===== config.mk =====
export PLATFORM = sky130hd
export DESIGN_NAME = silencer_settings_reader
export DESIGN_NICKNAME = d
export VERILOG_FILES = /design/src/rtl/silencer_settings_reader_pkg.sv /design/src/rtl/ctl_bram_read_pipe.sv /design/src/rtl/silencer_settings_reader.sv
export SDC_FILE = /design/constraint.sdc
export NUM_CORES = 1
export LEC_CHECK = 0
export CORE_ASPECT_RATIO = 0.6
export CORE_MARGIN = 5
export CORE_UTILIZATION = 29
export DETAILED_ROUTE_END_ITERATION = 6
export GPL_ROUTABILITY_DRIVEN = 0
export SYNTH_ARGS = -nofsm -noshare
export SYNTH_HDL_FRONTEND = slang
export SYNTH_SLANG_ARGS = --single-unit

===== constraint.sdc =====
create_clock -name CLK -period 2.3 [get_ports CLK]
set_clock_uncertainty 0.1 [all_clocks]
set_input_delay 0.23 -clock CLK [delete_from_list [all_inputs] [get_ports CLK]]
set_output_delay 0.23 -clock CLK [all_outputs]
set_load 0.01 [all_outputs]

===== src/rtl/silencer_settings_reader_pkg.sv =====
// Shared definitions for the controller-BRAM settings readers.
//   - Controller register addresses and the CTL_FLAG bit that requests a
//     silencer settings load.
//   - Silencer mode encodings and the power-on settings.
//   - silencer_settings_t: one complete silencer settings set, used for both
//     the shadow copy being assembled and the committed output copy.
//   - Read-tag encodings used with ctl_bram_read_pipe and the reader FSM states.
package silencer_settings_reader_pkg;

    localparam logic [7:0] ADDR_CTL_FLAG                              = 8'h00;
    localparam logic [7:0] ADDR_SILENCER_MODE                         = 8'h40;
    localparam logic [7:0] ADDR_SILENCER_UPDATE_RATE_INTENSITY        = 8'h41;
    localparam logic [7:0] ADDR_SILENCER_UPDATE_RATE_PHASE            = 8'h42;
    localparam logic [7:0] ADDR_SILENCER_COMPLETION_STEPS_INTENSITY   = 8'h43;
    localparam logic [7:0] ADDR_SILENCER_COMPLETION_STEPS_PHASE       = 8'h44;

    localparam int CTL_FLAG_SILENCER_SET_BIT = 2;

    localparam logic SILNCER_MODE_FIXED_COMPLETION_STEPS = 1'b0;
    localparam logic SILNCER_MODE_FIXED_UPDATE_RATE      = 1'b1;

    localparam logic [15:0] DEFAULT_UPDATE_RATE_INTENSITY      = 16'd256;
    localparam logic [15:0] DEFAULT_UPDATE_RATE_PHASE          = 16'd256;
    localparam logic [15:0] DEFAULT_COMPLETION_STEPS_INTENSITY = 16'd10;
    localparam logic [15:0] DEFAULT_COMPLETION_STEPS_PHASE     = 16'd40;

    // Read tags: 0..4 are the silencer words in address order, 5 is the flag poll.
    localparam int          TAG_W         = 3;
    localparam logic [2:0]  TAG_LAST_WORD = 3'd4;
    localparam logic [2:0]  TAG_CTL_FLAG  = 3'd5;

    typedef struct packed {
        logic        mode;
        logic [15:0] update_rate_intensity;
        logic [15:0] update_rate_phase;
        logic [15:0] completion_steps_intensity;
        logic [15:0] completion_steps_phase;
    } silencer_settings_t;

    localparam silencer_settings_t SILENCER_SETTINGS_RESET = '{
        mode:                       SILNCER_MODE_FIXED_COMPLETION_STEPS,
        update_rate_intensity:      DEFAULT_UPDATE_RATE_INTENSITY,
        update_rate_phase:          DEFAULT_UPDATE_RATE_PHASE,
        completion_steps_intensity: DEFAULT_COMPLETION_STEPS_INTENSITY,
        completion_steps_phase:     DEFAULT_COMPLETION_STEPS_PHASE
    };

    typedef enum logic [2:0] {
        POLL_ISSUE,
        POLL_WAIT,
        READ,
        DRAIN,
        COMMIT
    } state_t;

endpackage


===== src/rtl/ctl_bram_read_pipe.sv =====
// Read-issue pipe for a fixed-latency, read-only controller BRAM port.
// A request presented on req_i/addr_i/tag_i goes straight to the BRAM in the
// same cycle; RD_LATENCY cycles later the returned word appears on rdata_o
// with rvalid_o high and the request's tag on rtag_o. Requests may be issued
// back to back, one per cycle, without stalling.
// Ports:
//   clk_i, rst_i      clock, synchronous active-high reset
//   req_i             issue a read this cycle
//   addr_i, tag_i     word address and caller tag for the read
//   bram_en_o         BRAM read enable (equals req_i)
//   bram_addr_o       BRAM address; holds the last issued address when idle
//   bram_dout_i       BRAM read data
//   rvalid_o, rtag_o  returning word is valid this cycle / its tag
//   rdata_o           returning word
module ctl_bram_read_pipe #(
    parameter int RD_LATENCY = 2,
    parameter int ADDR_W     = 8,
    parameter int DATA_W     = 16,
    parameter int TAG_W      = 3
) (
    input  logic              clk_i,
    input  logic              rst_i,
    input  logic              req_i,
    input  logic [ADDR_W-1:0] addr_i,
    input  logic [TAG_W-1:0]  tag_i,
    output logic              bram_en_o,
    output logic [ADDR_W-1:0] bram_addr_o,
    input  logic [DATA_W-1:0] bram_dout_i,
    output logic              rvalid_o,
    output logic [TAG_W-1:0]  rtag_o,
    output logic [DATA_W-1:0] rdata_o
);

    logic [ADDR_W-1:0]     addr_q;
    logic [RD_LATENCY-1:0] vld_q;
    logic [TAG_W-1:0]      tag_q [RD_LATENCY];

    always_ff @(posedge clk_i) begin
        if (rst_i) begin
            addr_q <= '0;
            vld_q  <= '0;
        end else begin
            if (req_i) begin
                addr_q <= addr_i;
            end
            vld_q[0] <= req_i;
            for (int i = 1; i < RD_LATENCY; i++) begin
                vld_q[i] <= vld_q[i-1];
            end
        end
    end

    // Tags ride alongside the valid bits; only the valid bits need a reset.
    always_ff @(posedge clk_i) begin
        tag_q[0] <= tag_i;
        for (int i = 1; i < RD_LATENCY; i++) begin
            tag_q[i] <= tag_q[i-1];
        end
    end

    assign bram_en_o   = req_i;
    assign bram_addr_o = req_i ? addr_i : addr_q;
    assign rvalid_o    = vld_q[RD_LATENCY-1];
    assign rtag_o      = tag_q[RD_LATENCY-1];
    assign rdata_o     = bram_dout_i;

endmodule


===== src/rtl/silencer_settings_reader.sv =====
// Silencer settings reader: consumer side of the host-written controller BRAM.
// Polls CTL_FLAG and, on a 0->1 transition of the silencer-set bit, reads the
// five silencer registers (0x40-0x44) and commits them to the silencer as one
// atomic set with a one-cycle UPDATE strobe.
// Optional feature (macro SILENCER_SETTINGS_CHECK_EN): a set containing any
// zero 16-bit field is rejected (outputs kept, no UPDATE, sticky ERR); a valid
// commit clears ERR. Without the macro every set is committed and ERR is 0.
// Ports:
//   CLK, RST                      clock, synchronous active-high reset
//   BRAM_EN, BRAM_ADDR, BRAM_DOUT controller BRAM read port
//   MODE, UPDATE_RATE_*, COMPLETION_STEPS_*  committed silencer settings
//   UPDATE                        settings changed this cycle
//   BUSY                          a load is in progress
//   ERR                           sticky invalid-settings flag
module silencer_settings_reader
    import silencer_settings_reader_pkg::*;
#(
    parameter int RD_LATENCY = 2
) (
    input  logic        CLK,
    input  logic        RST,
    output logic        BRAM_EN,
    output logic [7:0]  BRAM_ADDR,
    input  logic [15:0] BRAM_DOUT,
    output logic        MODE,
    output logic [15:0] UPDATE_RATE_INTENSITY,
    output logic [15:0] UPDATE_RATE_PHASE,
    output logic [15:0] COMPLETION_STEPS_INTENSITY,
    output logic [15:0] COMPLETION_STEPS_PHASE,
    output logic        UPDATE,
    output logic        BUSY,
    output logic        ERR
);

    state_t             state_q, state_d;
    logic [TAG_W-1:0]   idx_q, idx_d;
    logic               prev_q, prev_d;
    silencer_settings_t shadow_q;
    silencer_settings_t out_q;
    silencer_settings_t settings_vis;

    logic               fsm_req;
    logic [7:0]         req_addr;
    logic [TAG_W-1:0]   req_tag;
    logic               commit;
    logic               commit_ok;
    logic               rvalid;
    logic [TAG_W-1:0]   rtag;
    logic [15:0]        rdata;

    ctl_bram_read_pipe #(
        .RD_LATENCY (RD_LATENCY),
        .ADDR_W     (8),
        .DATA_W     (16),
        .TAG_W      (TAG_W)
    ) u_read_pipe (
        .clk_i       (CLK),
        .rst_i       (RST),
        // Keep the port quiet while reset is held.
        .req_i       (fsm_req & ~RST),
        .addr_i      (req_addr),
        .tag_i       (req_tag),
        .bram_en_o   (BRAM_EN),
        .bram_addr_o (BRAM_ADDR),
        .bram_dout_i (BRAM_DOUT),
        .rvalid_o    (rvalid),
        .rtag_o      (rtag),
        .rdata_o     (rdata)
    );

    always_comb begin
        state_d  = state_q;
        idx_d    = idx_q;
        prev_d   = prev_q;
        fsm_req  = 1'b0;
        req_addr = ADDR_CTL_FLAG;
        req_tag  = TAG_CTL_FLAG;
        commit   = 1'b0;
        case (state_q)
            POLL_ISSUE: begin
                fsm_req = 1'b1;
                state_d = POLL_WAIT;
            end
            POLL_WAIT: begin
                idx_d = '0;
                if (rvalid && rtag == TAG_CTL_FLAG) begin
                    prev_d = rdata[CTL_FLAG_SILENCER_SET_BIT];
                    if (rdata[CTL_FLAG_SILENCER_SET_BIT] && !prev_q) begin
                        state_d = READ;
                    end else begin
                        state_d = POLL_ISSUE;
                    end
                end
            end
            READ: begin
                fsm_req  = 1'b1;
                req_addr = ADDR_SILENCER_MODE + {5'b0, idx_q};
                req_tag  = idx_q;
                idx_d    = idx_q + 3'd1;
                if (idx_q == TAG_LAST_WORD) begin
                    state_d = DRAIN;
                end
            end
            DRAIN: begin
                // Words keep landing in the shadow; the last one closes the set.
                if (rvalid && rtag == TAG_LAST_WORD) begin
                    state_d = COMMIT;
                end
            end
            COMMIT: begin
                commit  = 1'b1;
                state_d = POLL_ISSUE;
            end
            default: state_d = POLL_ISSUE;
        endcase
    end

    always_ff @(posedge CLK) begin
        if (RST) begin
            state_q <= POLL_ISSUE;
            idx_q   <= '0;
            prev_q  <= 1'b0;
            out_q   <= SILENCER_SETTINGS_RESET;
        end else begin
            state_q <= state_d;
            idx_q   <= idx_d;
            prev_q  <= prev_d;
            if (commit_ok) begin
                out_q <= shadow_q;
            end
        end
    end

    // Shadow capture is tag-addressed so early returns during READ land correctly.
    always_ff @(posedge CLK) begin
        if (rvalid) begin
            case (rtag)
                3'd0: shadow_q.mode                       <= rdata[0];
                3'd1: shadow_q.update_rate_intensity      <= rdata;
                3'd2: shadow_q.update_rate_phase          <= rdata;
                3'd3: shadow_q.completion_steps_intensity <= rdata;
                3'd4: shadow_q.completion_steps_phase     <= rdata;
                default: ;
            endcase
        end
    end

`ifdef SILENCER_SETTINGS_CHECK_EN
    function automatic logic settings_valid(input silencer_settings_t s);
        return (s.update_rate_intensity      != 16'd0) &&
               (s.update_rate_phase          != 16'd0) &&
               (s.completion_steps_intensity != 16'd0) &&
               (s.completion_steps_phase     != 16'd0);
    endfunction

    logic err_q;

    assign commit_ok = commit && settings_valid(shadow_q);

    always_ff @(posedge CLK) begin
        if (RST) begin
            err_q <= 1'b0;
        end else if (commit) begin
            err_q <= !settings_valid(shadow_q);
        end
    end

    assign ERR = err_q;
`else
    assign commit_ok = commit;
    assign ERR       = 1'b0;
`endif

    // The committed set is visible in the UPDATE cycle itself; out_q holds it afterwards.
    assign settings_vis = commit_ok ? shadow_q : out_q;

    assign MODE                       = settings_vis.mode;
    assign UPDATE_RATE_INTENSITY      = settings_vis.update_rate_intensity;
    assign UPDATE_RATE_PHASE          = settings_vis.update_rate_phase;
    assign COMPLETION_STEPS_INTENSITY = settings_vis.completion_steps_intensity;
    assign COMPLETION_STEPS_PHASE     = settings_vis.completion_steps_phase;
    assign UPDATE                     = commit_ok;
    assign BUSY                       = (state_q == READ) || (state_q == DRAIN) || (state_q == COMMIT);

endmodule

==> Implementation_results.wiki <==
{| class="wikitable"
! Metric !! Value
|-
| Final hold slack || ~0.19 ns
|-
| Post-synth top flop || dfxtp_1
|-
| Top Ports || 95
|-
| Maximum number of pins on one net before global-route repair || between 70 and 80
|-
| Number of clock sinks || 153
|-
| Detail-routed via count per cell || around 4.3
|-
| Status || finished, final reports clean
|-
| Path type of the worst setup path || flip-flop to primary output
|-
| Fraction of met2 tracks used by global routing || 17.0%
|-
| Row count || 39
|-
| Register bit count reported by yosys || around 150
|-
| Via count || about 3,400
|-
| Synth cell types || 39
|-
| Power density normalized to cell area || between 700 and 800 nW/um^2
|-
| Yosys warnings || 0
|-
| Number of levels in the clock H-tree || 4
|-
| Die area || ~22,000 sq um
|-
| Slew at the pin closest to its max-slew limit || roughly 0.85 ns
|-
| Portion of the post-synthesis area used by sequential elements || approximately 66%
|-
| Relative slew margins || 43.2%
|-
| Max-slew violation count || 0
|-
| Drt wl/cell || approximately 18 um
|-
| DR DRC count || 0
|-
| N_diodes || 0
|-
| Wire length of the first global-routing pass || between 20,000 and 25,000 um
|-
| Syn-to-layout area delta || 38.7%
|-
| Clock latency at the later pin of the worst-skew pair || ~0.43 ns
|-
| Synthesized netlist cell count || 381
|-
| Met1 usage in global routing || between 10% and 20%
|-
| Largest driver fanout on the critical path || 7
|-
| TritonCTS clock tree || yes
|-
| Area share of the largest cell type after synthesis || approximately a third
|-
| Maximum count of clock buffers along a single path || 2
|-
| Most Crowded Layer GR || met1
|-
| Effective utilization at floorplan || 29.5%
|-
| Max rail drop VDD || 0.000498 V
|-
| GRT met3 Usage || roughly 4.2%
|-
| Arr. time, crit path || 1.92 ns
|-
| Leading area contributor after synthesis || edfxtp_1
|-
| Maxcap violations || 0
|-
| RSZ-0062 raised after global routing || yes
|-
| Syn nets || ~400
|-
| Die height || between 100 and 150 um
|-
| Hold bufs inserted after CTS || 0
|-
| Capturing instance or port of the critical path || UPDATE_RATE_PHASE[13]
|-
| Avg Synthesized Cell Area || 14.7 sq um
|-
| Minimum period implied by the final worst setup slack || around 2.3 ns
|-
| Top-count cell post-synth || dfxtp_1
|-
| HPWL after detailed placement || between 8000 and 9000 um
|-
| Clock transition at path regs || 0.08 ns
|-
| Number of iterations in the first detailed-routing pass || 4
|-
| Startpoint of the worst register-to-register path || state_q[1]$_SDFFE_PP0P_
|-
| Final wirelength || between 10,000 and 15,000 um
|-
| FF-to-FF End || out_q[3]$_SDFF_PP1_
|-
| Post-synth top cells || 88 x dfxtp_1, 65 x edfxtp_1, 51 x nor2b_1
|-
| Post-synth ARST share || 0%
|-
| ANT nets after route || 0
|-
| Floorplan die width || 189 um
|-
| Post-layout total power || about 5700 uW
|-
| Maximum clock rate || ~0.44 GHz
|-
| Leakage power || just over 0.003 uW
|-
| Leading post-synthesis cells by cell area || edfxtp_1 35%, dfxtp_1 31%, mux2_4 8.3%
|-
| Core outline area || between 15,000 and 20,000 sq um
|-
| Count of endpoints failing setup in the final report || 0
|-
| Cell area after synthesis || 5600 sq um
|-
| Initial antenna violation count || 0
|-
| Fin crit share || slightly below 100%
|-
| Total routing resource utilization after global routing || 12.3%
|-
| Count of fill cells added during filler insertion || roughly 1,800
|-
| Overflow left after global routing || 0
|-
| Count of endpoints failing hold in the final timing report || 0
|-
| Number of port buffers || 93
|-
| Layout Nets || around 530
|-
| Detailed Route Iter0 Violations || a little under 100
|-
| Vias in the first global route || 3,468
|-
| Setup crit end kind || primary output
|-
| Source of the critical timing path || state_q[1]$_SDFFE_PP0P_
|-
| Slack of the worst reg-to-reg path || between 0.4 and 0.5 ns
|-
| Share of final-layout standard cells stronger than drive strength 1 || approximately two fifths
|-
| Startpoint kind of the worst setup timing path || flip-flop
|-
| Clock buffer count from CTS || 17
|-
| Crit path required time || roughly 2.0 ns
|-
| Cell at the root of the clock tree || clkbuf_16
|-
| Worst R2R Path Depth || 6
|-
| Number of synthesized flops with an enable pin || 65
|-
| Hold Path Class || input port to flip-flop
|}
==> cell type report <==
| class | instances | area (sq um) | area share [%] |
|---|---|---|---|
| clock inverter | 15 | 146 | 1.89 |
| sequential | 153 | 3720 | 47.9 |
| timing repair buffer | 133 | 1360 | 17.5 |
| multi-input combinational | 200 | 1780 | 22.9 |
| clock buffer | 17 | 425 | 5.48 |
| tap | 246 | 308 | 3.97 |
| inverter | 8 | 30.0 | 0.387 |
==> cell families (layout without fill, tap and decap cells) <==
logic type      after synthesis  count (layout)  share of synthesized area, %
buf+inv                      28             173                          3.38
flops                       153             153                          66.3
other cells                   1               1                        0.0670
xor+xnor                      1               1                         0.156
mux                          66              66                          15.4
fa+ha+maj                     2               2                         0.447
simple gates                112             112                          12.4
compound gates               18              18                          1.88
==> per-stage QoR <==
stage	setup TNS (ns)	instance area (sq um)	worst slack [ns]	utilization, %	cells
floorplan	0	5600	0.210	-	381
global placement	0	6840	0.137	36.0	715
detailed placement	0	6840	0.114	36.0	715
CTS	-0.584	7680	-0.141	40.5	771
global route	-0.267	7760	-0.0309	40.9	772
finish	0	7760	0.0472	40.9	772
==> repair_timing <==
action / in CTS / in global routing
setup buffers: 19 / 1
gates cloned: 5 / 4
pin swaps: 1 / 0
gates resized for setup: 228 / 58
endpoints found under the setup margin: 76 / 63
==> metal layers <==
metal	routed length (um)	part of all wire [%]	vias to the layer above
met5	0	0	-
met4	172	1.3	0
met3	728	5.3	18
met2	5670	41	89
met1	7140	52	1667
li1	-	-	1582
==> where the power goes <==
group	internal (uW)	switching, uW
clock	1450	1260
combinational	57.0	76.6
sequential	2840	8.36
==> cells in the final DEF (no fill, tap or decap), types with 2 or more instances in the layout <==
cell             netlist  routed
mux2_2                35      19
buf_12                 2       5
nand2_1               10      10
nor2_2                 0       3
a211oi_1               2       2
nand3_1                3       3
a31oi_1                2       2
inv_8                  0       7
clkinv_4               0       2
buf_2                  2       8
a21oi_1                8       8
buf_6                  3      35
o21ai_0                3       3
nand2b_1               4       4
clkbuf_2               0      13
dfxtp_2                0       3
and2_1                 9       9
edfxtp_1              65      65
buf_4                  4      22
nor2b_1               51      51
ha_1                   2       2
inv_1                  8       8
dfxtp_1               88      85
or2_2                  6       6
dlygate4sd2_1          0       6
and2b_1               10      10
inv_6                  0       5
clkbuf_16              0      21
nor2_1                 6       3
mux2_4                31      47
clkdlybuf4s15_1        0      16
buf_16                 0       2
clkdlybuf4s50_1        0      21
nor3_1                 3       2
==> flip-flops by register name (all words and copies together), names as in the netlist <==
signal,count
u_read_pipe.addr_q,8
out_q,65
prev_q,1
u_read_pipe.tag_q,6
idx_q,3
shadow_q,65
state_q,3
u_read_pipe.vld_q,2
==> worst min path at each step <==
stage                                       startpoint                               to  slack [ns]  depth (start not counted)
CTS                                                RST  u_read_pipe.vld_q[0]$_SDFF_PP0_        0.18                          4
floorplan           u_read_pipe.tag_q[0][0]$_SDFF_PP1_  u_read_pipe.tag_q[0][3]$_DFF_P_        0.21                          0
global route                                       RST  u_read_pipe.vld_q[0]$_SDFF_PP0_        0.22                          4
finish                                             RST  u_read_pipe.vld_q[0]$_SDFF_PP0_        0.19                          4
global placement    u_read_pipe.tag_q[0][0]$_SDFF_PP1_  u_read_pipe.tag_q[0][3]$_DFF_P_        0.22                          0
detailed placement  u_read_pipe.tag_q[0][0]$_SDFF_PP1_  u_read_pipe.tag_q[0][3]$_DFF_P_        0.21                          0
==> critical path, stage by stage (launching register included) <==
cell	delay (ns)
dfxtp_2	0.34
nor3b_4	0.23
buf_6	0.18
buf_6	0.14
buf_12	0.14
mux2_4	0.33
clkbuf_2	0.14
Power figures use the tool's default switching activity.
